$ cat src/rtl/addr_add_sequencer_if.sv
// Request/response and shared-Adder signals of the effective-address sequencer.
// slave = sequencer side, master = requester plus Adder side.
interface addr_add_sequencer_if #(
    parameter int NrOfBits = 8
);
    logic                    Start;
    logic [2*NrOfBits-1:0]   BaseAddr;
    logic [NrOfBits-1:0]     Offset;
    logic                    Busy;
    logic                    Done;
    logic                    PageCross;
    logic [2*NrOfBits-1:0]   Result;
    logic [NrOfBits-1:0]     AdderDataA;
    logic [NrOfBits-1:0]     AdderDataB;
    logic                    AdderCarryIn;
    logic [NrOfBits-1:0]     AdderResult;
    logic                    AdderCarryOut;

    modport slave (
        input  Start, BaseAddr, Offset, AdderResult, AdderCarryOut,
        output Busy, Done, PageCross, Result, AdderDataA, AdderDataB, AdderCarryIn
    );

    modport master (
        output Start, BaseAddr, Offset, AdderResult, AdderCarryOut,
        input  Busy, Done, PageCross, Result, AdderDataA, AdderDataB, AdderCarryIn
    );
endinterface

$ cat src/rtl/addr_add_sequencer.sv
// Forms BaseAddr + Offset on the shared 8-bit Adder; high-byte fix-up only on page cross.
// Optional feature macro: SIGNED_OFFSET_EN (two's-complement Offset for relative branches).
module addr_add_sequencer #(
    parameter int NrOfBits = 8
) (
    input  logic                 Clock,
    input  logic                 nReset,
    addr_add_sequencer_if.slave  bus
);
    typedef enum logic [1:0] {IDLE, LOW, HIGH, DONE} state_t;

    state_t                state, nextState;
    logic [2*NrOfBits-1:0] baseReg;
    logic [NrOfBits-1:0]   offReg;
    logic [2*NrOfBits-1:0] resultReg;
    logic                  pageCrossReg;
    logic                  neg;
    logic                  fix;
    logic                  accept;

`ifdef SIGNED_OFFSET_EN
    assign neg = offReg[NrOfBits-1];
`else
    assign neg = 1'b0;
`endif

    assign accept = bus.Start && (state == IDLE || state == DONE);
    assign fix    = bus.AdderCarryOut ^ neg;

    always_ff @(posedge Clock or negedge nReset) begin
        if (!nReset) state <= IDLE;
        else         state <= nextState;
    end

    always_comb begin
        nextState        = state;
        bus.AdderDataA   = '0;
        bus.AdderDataB   = '0;
        bus.AdderCarryIn = 1'b0;
        case (state)
            IDLE: if (accept) nextState = LOW;
            LOW: begin
                bus.AdderDataA = baseReg[NrOfBits-1:0];
                bus.AdderDataB = offReg;
                nextState      = fix ? HIGH : DONE;
            end
            HIGH: begin
                bus.AdderDataA = baseReg[2*NrOfBits-1:NrOfBits];
`ifdef SIGNED_OFFSET_EN
                // HIGH only runs when carry and sign disagree, so sign alone picks inc vs dec
                bus.AdderDataB   = neg ? '1 : '0;
                bus.AdderCarryIn = ~neg;
`else
                bus.AdderCarryIn = 1'b1;
`endif
                nextState = DONE;
            end
            DONE: nextState = accept ? LOW : IDLE;
            default: nextState = IDLE;
        endcase
    end

    always_ff @(posedge Clock or negedge nReset) begin
        if (!nReset) begin
            baseReg      <= '0;
            offReg       <= '0;
            resultReg    <= '0;
            pageCrossReg <= 1'b0;
        end else begin
            if (accept) begin
                baseReg      <= bus.BaseAddr;
                offReg       <= bus.Offset;
                pageCrossReg <= 1'b0;
            end
            if (state == LOW) begin
                resultReg[NrOfBits-1:0] <= bus.AdderResult;
                if (fix) pageCrossReg <= 1'b1;
                else     resultReg[2*NrOfBits-1:NrOfBits] <= baseReg[2*NrOfBits-1:NrOfBits];
            end
            // High-byte carry-out is dropped: the address wraps modulo 2^16
            if (state == HIGH)
                resultReg[2*NrOfBits-1:NrOfBits] <= bus.AdderResult;
        end
    end

    assign bus.Busy      = (state == LOW) || (state == HIGH);
    assign bus.Done      = (state == DONE);
    assign bus.PageCross = pageCrossReg;
    assign bus.Result    = resultReg;
endmodule

$ cat src/flat_wrapper.sv
// flat-port wrapper written by rule: the top's interface ports become plain ports
module addr_add_sequencer_flat 
#(
    parameter int NrOfBits = 8
)
  (Clock, nReset, bus_Start, bus_BaseAddr, bus_Offset, bus_AdderResult, bus_AdderCarryOut, bus_Busy, bus_Done, bus_PageCross, bus_Result, bus_AdderDataA, bus_AdderDataB, bus_AdderCarryIn);
  addr_add_sequencer_if #(.NrOfBits(NrOfBits)) bus_i ();
  input  logic Clock;
  input  logic nReset;
  input wire logic [$bits(bus_i.Start)-1:0] bus_Start;
  input wire logic [$bits(bus_i.BaseAddr)-1:0] bus_BaseAddr;
  input wire logic [$bits(bus_i.Offset)-1:0] bus_Offset;
  input wire logic [$bits(bus_i.AdderResult)-1:0] bus_AdderResult;
  input wire logic [$bits(bus_i.AdderCarryOut)-1:0] bus_AdderCarryOut;
  output wire logic [$bits(bus_i.Busy)-1:0] bus_Busy;
  output wire logic [$bits(bus_i.Done)-1:0] bus_Done;
  output wire logic [$bits(bus_i.PageCross)-1:0] bus_PageCross;
  output wire logic [$bits(bus_i.Result)-1:0] bus_Result;
  output wire logic [$bits(bus_i.AdderDataA)-1:0] bus_AdderDataA;
  output wire logic [$bits(bus_i.AdderDataB)-1:0] bus_AdderDataB;
  output wire logic [$bits(bus_i.AdderCarryIn)-1:0] bus_AdderCarryIn;
  assign bus_i.Start = bus_Start;
  assign bus_i.BaseAddr = bus_BaseAddr;
  assign bus_i.Offset = bus_Offset;
  assign bus_i.AdderResult = bus_AdderResult;
  assign bus_i.AdderCarryOut = bus_AdderCarryOut;
  assign bus_Busy = bus_i.Busy;
  assign bus_Done = bus_i.Done;
  assign bus_PageCross = bus_i.PageCross;
  assign bus_Result = bus_i.Result;
  assign bus_AdderDataA = bus_i.AdderDataA;
  assign bus_AdderDataB = bus_i.AdderDataB;
  assign bus_AdderCarryIn = bus_i.AdderCarryIn;
  addr_add_sequencer #(.NrOfBits(NrOfBits)) u_core (.Clock(Clock), .nReset(nReset), .bus(bus_i));
endmodule
$ cat config.mk
export PLATFORM = sky130hd
export DESIGN_NAME = addr_add_sequencer_flat
export DESIGN_NICKNAME = d
export VERILOG_FILES = /design/src/rtl/addr_add_sequencer_if.sv /design/src/rtl/addr_add_sequencer.sv /design/src/flat_wrapper.sv
export SDC_FILE = /design/constraint.sdc
export NUM_CORES = 1
export LEC_CHECK = 0
export ABC_AREA = 1
export BUFFER_PORTS_ARGS = -buffer_cell sky130_fd_sc_hd__buf_2
export CAP_MARGIN = 20
export CELL_PAD_IN_SITES_DETAIL_PLACEMENT = 1
export CELL_PAD_IN_SITES_GLOBAL_PLACEMENT = 1
export CORE_ASPECT_RATIO = 0.8
export CORE_MARGIN = 2
export CORE_UTILIZATION = 31
export CTS_BUF_LIST = sky130_fd_sc_hd__clkbuf_8
export DETAILED_ROUTE_END_ITERATION = 10
export GPL_TIMING_DRIVEN = 1
export PLACE_DENSITY_LB_ADDON = 0.1
export SETUP_SLACK_MARGIN = 0.4
export SLEW_MARGIN = 20
export SYNTH_ARGS = -nofsm -noshare
export SYNTH_HDL_FRONTEND = slang
export SYNTH_SLANG_ARGS = --single-unit
$ cat constraint.sdc
create_clock -name Clock -period 1.55 [get_ports Clock]
set_clock_uncertainty 0.1 [all_clocks]
set_input_delay 0.155 -clock Clock [delete_from_list [all_inputs] [get_ports Clock]]
set_output_delay 0.155 -clock Clock [all_outputs]
set_load 0.05 [all_outputs]
==> run summary, run 1 <==
* outcome: complete, but fails checks
* violated checks: setup timing
* met2 WL post-DR: 5760 um
* Routability Congestion: 0.736
* achievable clock frequency: 0.512 GHz
* number of placement rows: 26
* number of buffers created by CTS: 5
* maximum count of clock buffers along a single path: 2
* number of cells traversed by the worst register-to-register path: 10
* share of layout cells above drive strength 1: 0.546
* routed length on met1: 4240 um
* maximum number of pins on one net before global-route repair: 28
* total of buffers placed on input and output ports: 71
* worst-margin pin slew: 473 ps
* Worst-path clk slew: 90 ps
* setup slack on the worst flop-to-flop path: -390 ps
* drt wl/cell: 22.1 um
* startpoint of the worst-slack reg-to-reg timing path: u_core.state[1]$_DFFE_PN0P_
* synthesized netlist net count: 306
* Synth Area in Simple Gates: 0.315
* Root Buffer Master: sky130_fd_sc_hd__clkbuf_8
* post-synthesis average cell area: 7.76 um^2
* share of synthesized area spent on multiplexers: 0
* min setup slack post-route: -405 ps
* half-perimeter wire length of the detailed placement result: 4300 um
* utilization after layout: 0.683
* post-synthesis cell area: 0.00206 mm^2
* final period demand of the worst path: 1950 ps
* Final setup viols: 54
* Worst Hold Path EP: u_core.bus.PageCross$_DFF_PN0_
* sum of negative setup slack: -17150 ps
* via count of the first global-routing pass: 2395
* fraction of the mapped netlist area in compound gates: 0.0535
* vias: 2485
* routed wire length: 11000 um
* post-synthesis xor/xnor area fraction: 0
* Synth area leader: sky130_fd_sc_hd__dfrtp_1
* worst rel slew slack: 0.685
* number of clock sinks: 43
* first-pass detailed-route iteration total: 4
* Critical Path Start Type: flop
* hold wc startpoint: bus_AdderCarryOut
* Adder-Cell Fraction of Synth Area: 0.0304
* Overflow after GRT: 0
* Final Slew Violations: 0
* number of cells on the worst hold path: 3
* max_cap viols: 0
* most common cell in the synthesized netlist: sky130_fd_sc_hd__nand2_1
* Crit path required time: 1290 ps
* worst hold path type: in2reg
* most frequently used flop master after synthesis: sky130_fd_sc_hd__dfrtp_1
* sequential cell area fraction in the yosys report: 0.523
* Leakage Power: 2.27 nW
* Die ar.: 0.00731 mm^2
* critical-path maximum fanout: 11
* count of antenna-violating nets left after detailed routing: 0
* power per cell area: 2700 mW/mm^2
* Detail Route met3 WL: 639 um
* post-route DRC violation count: 0
* ranking of synthesized cells by instance count: sky130_fd_sc_hd__nand2_1, sky130_fd_sc_hd__dfrtp_1, sky130_fd_sc_hd__inv_1
* number of enable-type register cells in the synthesized netlist: 0
* top cells by area in the synthesized netlist: sky130_fd_sc_hd__dfrtp_1, sky130_fd_sc_hd__nand2_1, sky130_fd_sc_hd__inv_1
* number of library cell types mapped by synthesis: 16
* fraction of synthesized cell area taken by the top area cell type: 0.523
* global-route wire length before repair: 13000 um
* final hold violation count: 0
* worst endpoint data arrival time: 1700 ps
* crit share post-route: 1.26
* effective utilization at floorplan: 0.321
* end of the worst register-to-register path: u_core.baseReg[4]$_DFFE_PN0P_
* area of the core: 0.00641 mm^2
* final-layout fill cell count: 682
* x dimension of the die: 95.1 um
* Setup Crit Path Kind: reg2out
* number of nets in the final layout: 452
* total global routing track utilization: 0.235
* number of antenna violations at the first check in global routing: 1
* top layer in use: met4
* CTS tree: built
* setup repair after global routing missed its margin: true
* combinational family with the most area after synthesis: simple AND/OR/NAND/NOR gates
* Die H: 76.9 um
* number of warning messages in the yosys log: 0
* Post-Syn Instances: 265
* IR Drop Worst-Case VDD: 1800 uV
* num ports: 72
* average via count per standard cell: 5.00
* type of element capturing the critical path: primary output
* initial detailed-routing violation count: 157
* Skew-Pair Late Insertion Delay: 310 ps
* H-tree level count: 2
* proportion of synthesized flip-flops having asynchronous set or reset: 1.00
* area overhead of the layout relative to synthesis: 113%
* Yosys reg bits: 43
## stage by stage
step | power (mW) | area [um^2] | setup slack (ps) | hold slack, ps | instances
finish | 11.8 | 4380 | -405 | 26.2 | 497
CTS | 10.0 | 3930 | -286 | 30.3 | 481
detailed placement | 6.93 | 2800 | -82.5 | 25.7 | 425
floorplan | 5.79 | 2300 | -140 | -241 | 265
global placement | 6.85 | 2800 | -53.1 | 21.1 | 425
global route | 12.3 | 4380 | -458 | 28.7 | 497
## cell type report
cell class | instances | area (um^2) | area share
antenna | 1 | 2.50 | 0.000572
clock buffer | 5 | 68.8 | 0.0157
clock inverter | 3 | 63.8 | 0.0146
inverter | 22 | 144 | 0.0329
multi-input combinational | 189 | 1320 | 0.302
sequential | 43 | 1080 | 0.246
tap | 84 | 105 | 0.0240
timing repair buffer | 146 | 1520 | 0.348
timing repair inverter | 4 | 67.6 | 0.0154
## registers in the layout (all words and copies together), names as in the netlist
register	flops
u_core.baseReg	16
u_core.offReg	8
u_core.bus.PageCross	1
u_core.bus.Result	16
u_core.state	2
## worst max path at each step
stage,slack [ps],to,startpoint
detailed placement,-80,bus_AdderDataB[7],u_core.state[1]$_DFFE_PN0P_
finish,-400,bus_AdderDataA[4],u_core.state[1]$_DFFE_PN0P_
floorplan,-140,bus_AdderDataA[2],u_core.state[0]$_DFFE_PN0P_
CTS,-290,bus_AdderDataA[7],u_core.state[1]$_DFFE_PN0P_
global placement,-50,bus_AdderDataB[7],u_core.state[1]$_DFFE_PN0P_
global route,-460,bus_AdderDataA[7],u_core.state[1]$_DFFE_PN0P_
## cells by family (layout without fill, tap and decap cells)
group	Yosys count	after routing
other	0	1
AO/OA/AOI/OAI	19	19
adder cells (fa/ha/maj)	5	5
buffers and inverters	33	180
AND/OR/NAND/NOR	165	165
flip-flops	43	43
## power breakdown
| group | internal, mW | switching, mW | total [mW] |
|---|---|---|---|
| Clock | 0.639 | 0.447 | 1.09 |
| Sequential | 1.65 | 0.488 | 2.13 |
| Combinational | 3.54 | 5.04 | 8.57 |
## routing by layer
layer,track usage,vias to the layer above
met5,0,-
met4,0.0391,0
met3,0.0354,31
met2,0.387,115
met1,0.329,1237
li1,-,1102
## layout by cell type (no fill, tap or decap), drive strengths merged
cell type    netlist  layout
nand3             10      10
nor2               1       1
diode              0       1
bufinv             0       2
nand2            154     154
dfrtp             43      43
o21ai             10      10
ha                 5       5
a21oi              9       9
buf               11     112
dlygate4sd3        0      33
inv               22      19
clkinvlp           0       8
clkbuf             0       6
## worst max-delay path, stage by stage (launching register included)
cell	delay [ps]
sky130_fd_sc_hd__dfrtp_1	410
sky130_fd_sc_hd__buf_4	130
sky130_fd_sc_hd__buf_4	120
sky130_fd_sc_hd__ha_4	250
sky130_fd_sc_hd__nand2_1	150
sky130_fd_sc_hd__a21oi_4	160
sky130_fd_sc_hd__buf_6	170
## what timing repair did
| action | CTS | global route |
|---|---|---|
| setup buffers | 8 | 13 |
| cloned | 7 | 2 |
| endpoints found under the hold margin | 48 | 0 |
| resized for setup | 141 | 76 |
| pin swaps | 13 | 10 |
| hold buffers | 33 | 0 |
| setup endpoints to repair | 79 | 77 |
No activity file was read; power rests on OpenSTA's default activity.
==> inputs of run 2 (changes only) <==
--- a/config.mk
+++ b/config.mk
@@ -13,7 +13,6 @@
 export CORE_ASPECT_RATIO = 0.8
 export CORE_MARGIN = 2
 export CORE_UTILIZATION = 31
-export CTS_BUF_LIST = sky130_fd_sc_hd__clkbuf_8
 export DETAILED_ROUTE_END_ITERATION = 10
 export GPL_TIMING_DRIVEN = 1
 export PLACE_DENSITY_LB_ADDON = 0.1
==> constraint.sdc (replaced) <==
create_clock -name Clock -period 1.55 [get_ports Clock]
set_clock_uncertainty 0.1 [all_clocks]
set_input_delay 0.155 -clock Clock [delete_from_list [all_inputs] [get_ports Clock]]
set_output_delay 0.155 -clock Clock [all_outputs]
set_load 0.1 [all_outputs]
==> run 2 against run 1 <==
The run still ends with setup timing left. Global-route usage shrank 2.4 points. Count of clock-buffer cells in the layout grew 1. Die area is the same. Core utilization shrank 2.6 points.
==> run summary, run 2 (synthesis results as in run 1) <==
* average via count per standard cell: 4.87
* global-route met3 utilization: 0.0383
* setup repair after global routing missed its margin: true
* Die H: 76.9 um
* setup slack on the worst flop-to-flop path: -240 ps
* Critical Path Start Type: flop
* global-route wire length before repair: 12000 um
* most used cell, CP: sky130_fd_sc_hd__buf_6
* total global routing track utilization: 0.210
* Crit path required time: 1290 ps
* Final setup viols: 61
* CTS tree: built
* max_cap viols: 0
* number of cells on the worst hold path: 3
* family with the most delay on the worst path: buffers and inverters
* GRT met1 Usage: 0.265
* critical path, cell by cell: inv_2, buf_6, ha_4, buf_6, nand2_2, a21oi_4, buf_12
* worst rel slew slack: 0.664
* Routability Congestion: 0.730
* worst hold path type: in2reg
* num ports: 72
* Root Buffer Master: sky130_fd_sc_hd__clkbuf_8
* Hold WS: 56.4 ps
* first-pass detailed-route iteration total: 5
* post-route DRC violation count: 0
* number of buffer and inverter instances along the worst setup path: 4
* total of buffers placed on input and output ports: 71
* share of layout cells above drive strength 1: 0.532
* drt wl/cell: 19.6 um
* Final Slew Violations: 0
* number of clock sinks: 43
* vias: 2334
* routed wire length: 9390 um
* end of the worst register-to-register path: u_core.bus.Result[8]$_DFFE_PN0P_
* critical-path maximum fanout: 5
* Worst-path clk slew: 90 ps
* Worst Hold Path EP: u_core.bus.PageCross$_DFF_PN0_
* worst endpoint data arrival time: 1670 ps
* number of placement rows: 26
* half-perimeter wire length of the detailed placement result: 4420 um
* hold wc startpoint: bus_AdderCarryOut
* number of nets in the final layout: 435
* outcome: complete, but fails checks
* effective utilization at floorplan: 0.321
* leading cell type in the layout, fill and taps excluded: sky130_fd_sc_hd__nand2_1
* most frequent cells in the layout: sky130_fd_sc_hd__nand2_1, sky130_fd_sc_hd__nand2_2, sky130_fd_sc_hd__buf_12, sky130_fd_sc_hd__buf_2, sky130_fd_sc_hd__dlygate4sd3_1
* number of buffers created by CTS: 5
* Setup Crit Path Kind: reg2out
* met2 Track Usage GR: 0.372
* Die ar.: 0.00731 mm^2
* area overhead of the layout relative to synthesis: 105%
* number of cells traversed by the worst register-to-register path: 8
* initial detailed-routing violation count: 94
* H-tree level count: 2
* type of element capturing the critical path: primary output
* Slowest-stage cell, CP: sky130_fd_sc_hd__dfrtp_1
* maximum count of clock buffers along a single path: 2
* final period demand of the worst path: 1930 ps
* min setup slack post-route: -377 ps
* achievable clock frequency: 0.519 GHz
* x dimension of the die: 95.1 um
* Overflow after GRT: 0
* final hold violation count: 0
* via count of the first global-routing pass: 2455
* number of diodes: 0
* count of antenna-violating nets left after detailed routing: 0
* number of antenna violations at the first check in global routing: 0
* Skew-Pair Late Insertion Delay: 310 ps
* worst-margin pin slew: 504 ps
* grt peak-use layer: met2
* startpoint of the worst-slack reg-to-reg timing path: u_core.state[1]$_DFFE_PN0P_
* crit share post-route: 1.24
* critical path's largest stage delay: 420 ps
* maximum number of pins on one net before global-route repair: 27
* area of the core: 0.00641 mm^2
* violated checks: setup timing
[run 2: cell types whose count changed in the layout (fill, tap and decap cells not counted), moves of 9 or more]
| cell | previous run | this run |
|---|---|---|
| sky130_fd_sc_hd__buf_12 | 7 | 38 |
| sky130_fd_sc_hd__buf_6 | 38 | 8 |
| sky130_fd_sc_hd__nand2_4 | 35 | 15 |
| sky130_fd_sc_hd__dfrtp_1 | 42 | 25 |
| sky130_fd_sc_hd__dfrtp_2 | 1 | 18 |
| sky130_fd_sc_hd__nand2_2 | 27 | 38 |
| sky130_fd_sc_hd__buf_8 | 14 | 4 |
| sky130_fd_sc_hd__nand2_1 | 91 | 100 |
[run 2: area by class of cell]
class | count | area, um^2
fill | 674 | 2200
timing repair buffer | 129 | 1530
multi-input combinational | 190 | 1200
sequential | 43 | 1100
inverter | 22 | 154
tap | 84 | 105
clock buffer | 6 | 72.6
timing repair inverter | 3 | 33.8
clock inverter | 2 | 12.5
[run 2: per-stage QoR]
| step | instances | worst slack (ps) | TNS, ps | area [um^2] | util |
|---|---|---|---|---|---|
| after floorplan | 265 | -504 | -9910 | 2250 | - |
| after global placement | 420 | -35.7 | -147 | 3010 | 0.469 |
| after detailed placement | 420 | -75.1 | -1760 | 3010 | 0.469 |
| after CTS | 469 | -326 | -9290 | 3800 | 0.594 |
| after global routing | 479 | -440 | -16320 | 4210 | 0.657 |
| final | 479 | -377 | -12860 | 4210 | 0.657 |
[run 2: worst min-delay path: stages]
cell and delay [ps]:
sky130_fd_sc_hd__buf_2 140, sky130_fd_sc_hd__nand2_1 80, sky130_fd_sc_hd__nand2_1 50
[run 2: how the worst max path moves through the flow]
stage                                 from                       endpoint  slack (ps)  cells after the start
5_1_grt        u_core.state[1]$_DFFE_PN0P_              bus_AdderDataA[1]        -440                      7
4_1_cts        u_core.state[1]$_DFFE_PN0P_              bus_AdderDataA[1]        -330                      6
2_1_floorplan  u_core.state[0]$_DFFE_PN0P_              bus_AdderDataA[2]        -500                      6
3_3_place_gp   u_core.state[1]$_DFFE_PN0P_  u_core.baseReg[9]$_DFFE_PN0P_         -40                      8
3_5_place_dp   u_core.state[1]$_DFFE_PN0P_  u_core.baseReg[8]$_DFFE_PN0P_         -80                      8
6_report       u_core.state[1]$_DFFE_PN0P_              bus_AdderDataA[1]        -380                      7
[run 2: what timing repair did]
action / 4_1_cts / 5_1_grt
setup endpoints to repair: 79 / 79
hold buffers: 33 / 0
gates resized for setup: 87 / 83
gates cloned: 1 / 5
setup buffers: 7 / 5
endpoints found under the hold margin: 50 / 0
pin swaps: 5 / 25
[run 2: layer usage]
metal / wire (um) / part of all wire / up-vias
li1: - / - / 1067
met1: 3730 / 0.40 / 1158
met2: 4930 / 0.53 / 91
met3: 556 / 0.059 / 18
met4: 170 / 0.018 / 0
met5: 0 / 0 / -
Power of run 2 is left out: the tool's default activity adds up to more than one toggle a clock period on the data nets, which glitch-free logic cannot reach.
==> inputs of run 3 (changes only) <==
--- a/config.mk
+++ b/config.mk
@@ -5,7 +5,6 @@
 export SDC_FILE = /design/constraint.sdc
 export NUM_CORES = 1
 export LEC_CHECK = 0
-export ABC_AREA = 1
 export BUFFER_PORTS_ARGS = -buffer_cell sky130_fd_sc_hd__buf_2
 export CAP_MARGIN = 20
 export CELL_PAD_IN_SITES_DETAIL_PLACEMENT = 1
==> run 3 against run 2 <==
The flow still finishes with violations (setup timing). Wire length decreased by 18%. Flip-flop and latch count is the same. Core utilization up 0.43 points. Count of clock-buffer cells in the layout shrank 1. Non-clock buffer count grew 22. Hold slack got worse by 39 ps. Die area barely moved. Via count is 23% lower. Cell count down 20%. Maximum frequency increased by 0.16%. Critical path type unchanged. Largest cell class unchanged.
==> run summary, run 3 <==
* maximum count of clock buffers along a single path: 2
* initial detailed-routing violation count: 66
* count of antenna-violating nets left after detailed routing: 0
* Synth area leader: sky130_fd_sc_hd__dfrtp_1
* fraction of synthesized cell area taken by the top area cell type: 0.523
* number of library cell types mapped by synthesis: 22
* final period demand of the worst path: 1920 ps
* critical-path maximum fanout: 7
* Worst-path clk slew: 100 ps
* worst rel slew slack: 0.671
* via count of the first global-routing pass: 2086
* Critical Path Start Type: flop
* number of placed cells counting well taps: 308
* area overhead of the layout relative to synthesis: 106%
* violated checks: setup timing
* average via count per standard cell: 4.71
* routed wire length: 7670 um
* final hold violation count: 0
* number of nets in the final layout: 338
* effective utilization at floorplan: 0.321
* area of the core: 0.00641 mm^2
* crit share post-route: 1.24
* outcome: complete, but fails checks
* synthesized netlist net count: 189
* most common cell in the synthesized netlist: sky130_fd_sc_hd__dfrtp_1
* half-perimeter wire length of the detailed placement result: 4240 um
* total of buffers placed on input and output ports: 71
* critical path, cell by cell: buf_6, ha_4, buf_8, a22oi_2, nor2b_4, buf_12
* ranking of synthesized cells by instance count: sky130_fd_sc_hd__dfrtp_1, sky130_fd_sc_hd__mux2_2, sky130_fd_sc_hd__mux2_4
* Hold WS: 17.7 ps
* worst endpoint data arrival time: 1670 ps
* Yosys reg bits: 43
* setup repair after global routing missed its margin: true
* Die H: 76.8 um
* sequential cell area fraction in the yosys report: 0.523
* most frequently used flop master after synthesis: sky130_fd_sc_hd__dfrtp_1
* worst-margin pin slew: 493 ps
* x dimension of the die: 95.0 um
* post-synthesis average cell area: 13.9 um^2
* Final Slew Violations: 0
* share of layout cells above drive strength 1: 0.685
* post-route DRC violation count: 0
* H-tree level count: 2
* vias: 1801
* max_cap viols: 0
* num ports: 72
* number of diodes: 0
* Overflow after GRT: 0
* number of warning messages in the yosys log: 0
* critical path's largest stage delay: 460 ps
* number of placement rows: 26
* setup slack on the worst flop-to-flop path: -230 ps
* number of clock sinks: 43
* placed cell area: 0.00303 mm^2
* Post-Syn Instances: 148
* global-route wire length before repair: 11300 um
* Setup Crit Path Kind: reg2out
* type of element capturing the critical path: primary output
* leading cell type in the layout, fill and taps excluded: sky130_fd_sc_hd__buf_12
* number of buffers created by CTS: 5
* Slowest-stage cell, CP: sky130_fd_sc_hd__dfrtp_2
* Routability Congestion: 0.773
* most frequent cells in the layout: sky130_fd_sc_hd__buf_12, sky130_fd_sc_hd__mux2_4, sky130_fd_sc_hd__dfrtp_1, sky130_fd_sc_hd__buf_2, sky130_fd_sc_hd__dlygate4sd3_1
* total global routing track utilization: 0.209
* number of enable-type register cells in the synthesized netlist: 0
* Die ar.: 0.00730 mm^2
* number of antenna violations at the first check in global routing: 0
* top cells by area in the synthesized netlist: sky130_fd_sc_hd__dfrtp_1, sky130_fd_sc_hd__mux2_4, sky130_fd_sc_hd__mux2_2
* Root Buffer Master: sky130_fd_sc_hd__clkbuf_8
* worst hold path type: in2reg
* Skew-Pair Late Insertion Delay: 300 ps
* maximum number of pins on one net before global-route repair: 26
* proportion of synthesized flip-flops having asynchronous set or reset: 1.00
* post-synthesis cell area: 0.00206 mm^2
* CTS tree: built
* finished layout cell area: 0.00424 mm^2
* fin cells: 382
* min setup slack post-route: -374 ps
* first-pass detailed-route iteration total: 4
* Final setup viols: 54
* drt wl/cell: 20.1 um
* achievable clock frequency: 0.520 GHz
* Crit path required time: 1290 ps
[run 3: final timing paths]
check / from / endpoint / cells past startpoint
setup / recovery: u_core.state[1]$_DFFE_PN0P_ / bus_AdderDataA[6] / 6
hold / removal: bus_AdderResult[5] / u_core.bus.Result[5]$_DFFE_PN0N_ / 2
setup reg to reg: u_core.state[0]$_DFFE_PN0P_ / u_core.bus.Result[11]$_DFFE_PN0P_ / 7
hold reg to reg: u_core.offReg[4]$_DFFE_PN0P_ / u_core.offReg[4]$_DFFE_PN0P_ / 1
max in group asynchronous: nReset / u_core.offReg[4]$_DFFE_PN0P_ / 3
min in group asynchronous: nReset / u_core.bus.Result[5]$_DFFE_PN0N_ / 2
[run 3: worst max-delay path: cells and delay by family, from the launching register on]
family,cells,cell delay [ps]
buf+inv,3,450
fa+ha+maj,1,180
compound gates,1,210
simple gates,1,70
flops,1,460
[run 3: layer usage]
metal / wire length, um / vias to the layer above / part of all wire / GRT usage
met1: 3160 / 915 / 0.41 / 0.246
met3: 299 / 8 / 0.039 / 0.0442
met4: 83 / 0 / 0.011 / 0.0652
met5: 0 / - / 0 / 0
li1: - / 816 / - / -
met2: 4130 / 62 / 0.54 / 0.376
[run 3: cells by family after synthesis]
family / Yosys count / synth area share
AOI/OAI and AO/OA: 23 / 0.0822
adders and majority gates: 5 / 0.0304
buffers and inverters: 13 / 0.0450
DFF: 43 / 0.523
muxes: 40 / 0.252
and+or+nand+nor: 24 / 0.0670
[run 3: area by class of cell]
type / count / area (um^2)
flip-flops and latches: 43 / 1080
clock buffers: 5 / 68.8
repair buffers: 151 / 1780
fillers: 580 / 2170
well taps: 84 / 105
inverters: 4 / 17.5
multi-input cells: 92 / 1160
clock inverters: 3 / 25.0
[run 3: metrics by stage]
stage | setup slack (ps) | setup TNS (ps) | utilization
floorplan | -464 | -13620 | -
global placement | -134 | -3360 | 0.472
detailed placement | -196 | -5110 | 0.472
CTS | -372 | -10890 | 0.634
global route | -439 | -14680 | 0.661
finish | -374 | -12250 | 0.661
[run 3: timing repair]
item,CTS,global route
buffers inserted,18,13
gates cloned,2,1
pin swaps,5,2
setup endpoints to repair,79,79
endpoints found under the hold margin,48,1
hold buffers,31,1
gates resized for setup,109,10
Power of run 3 is left out for the same reason.
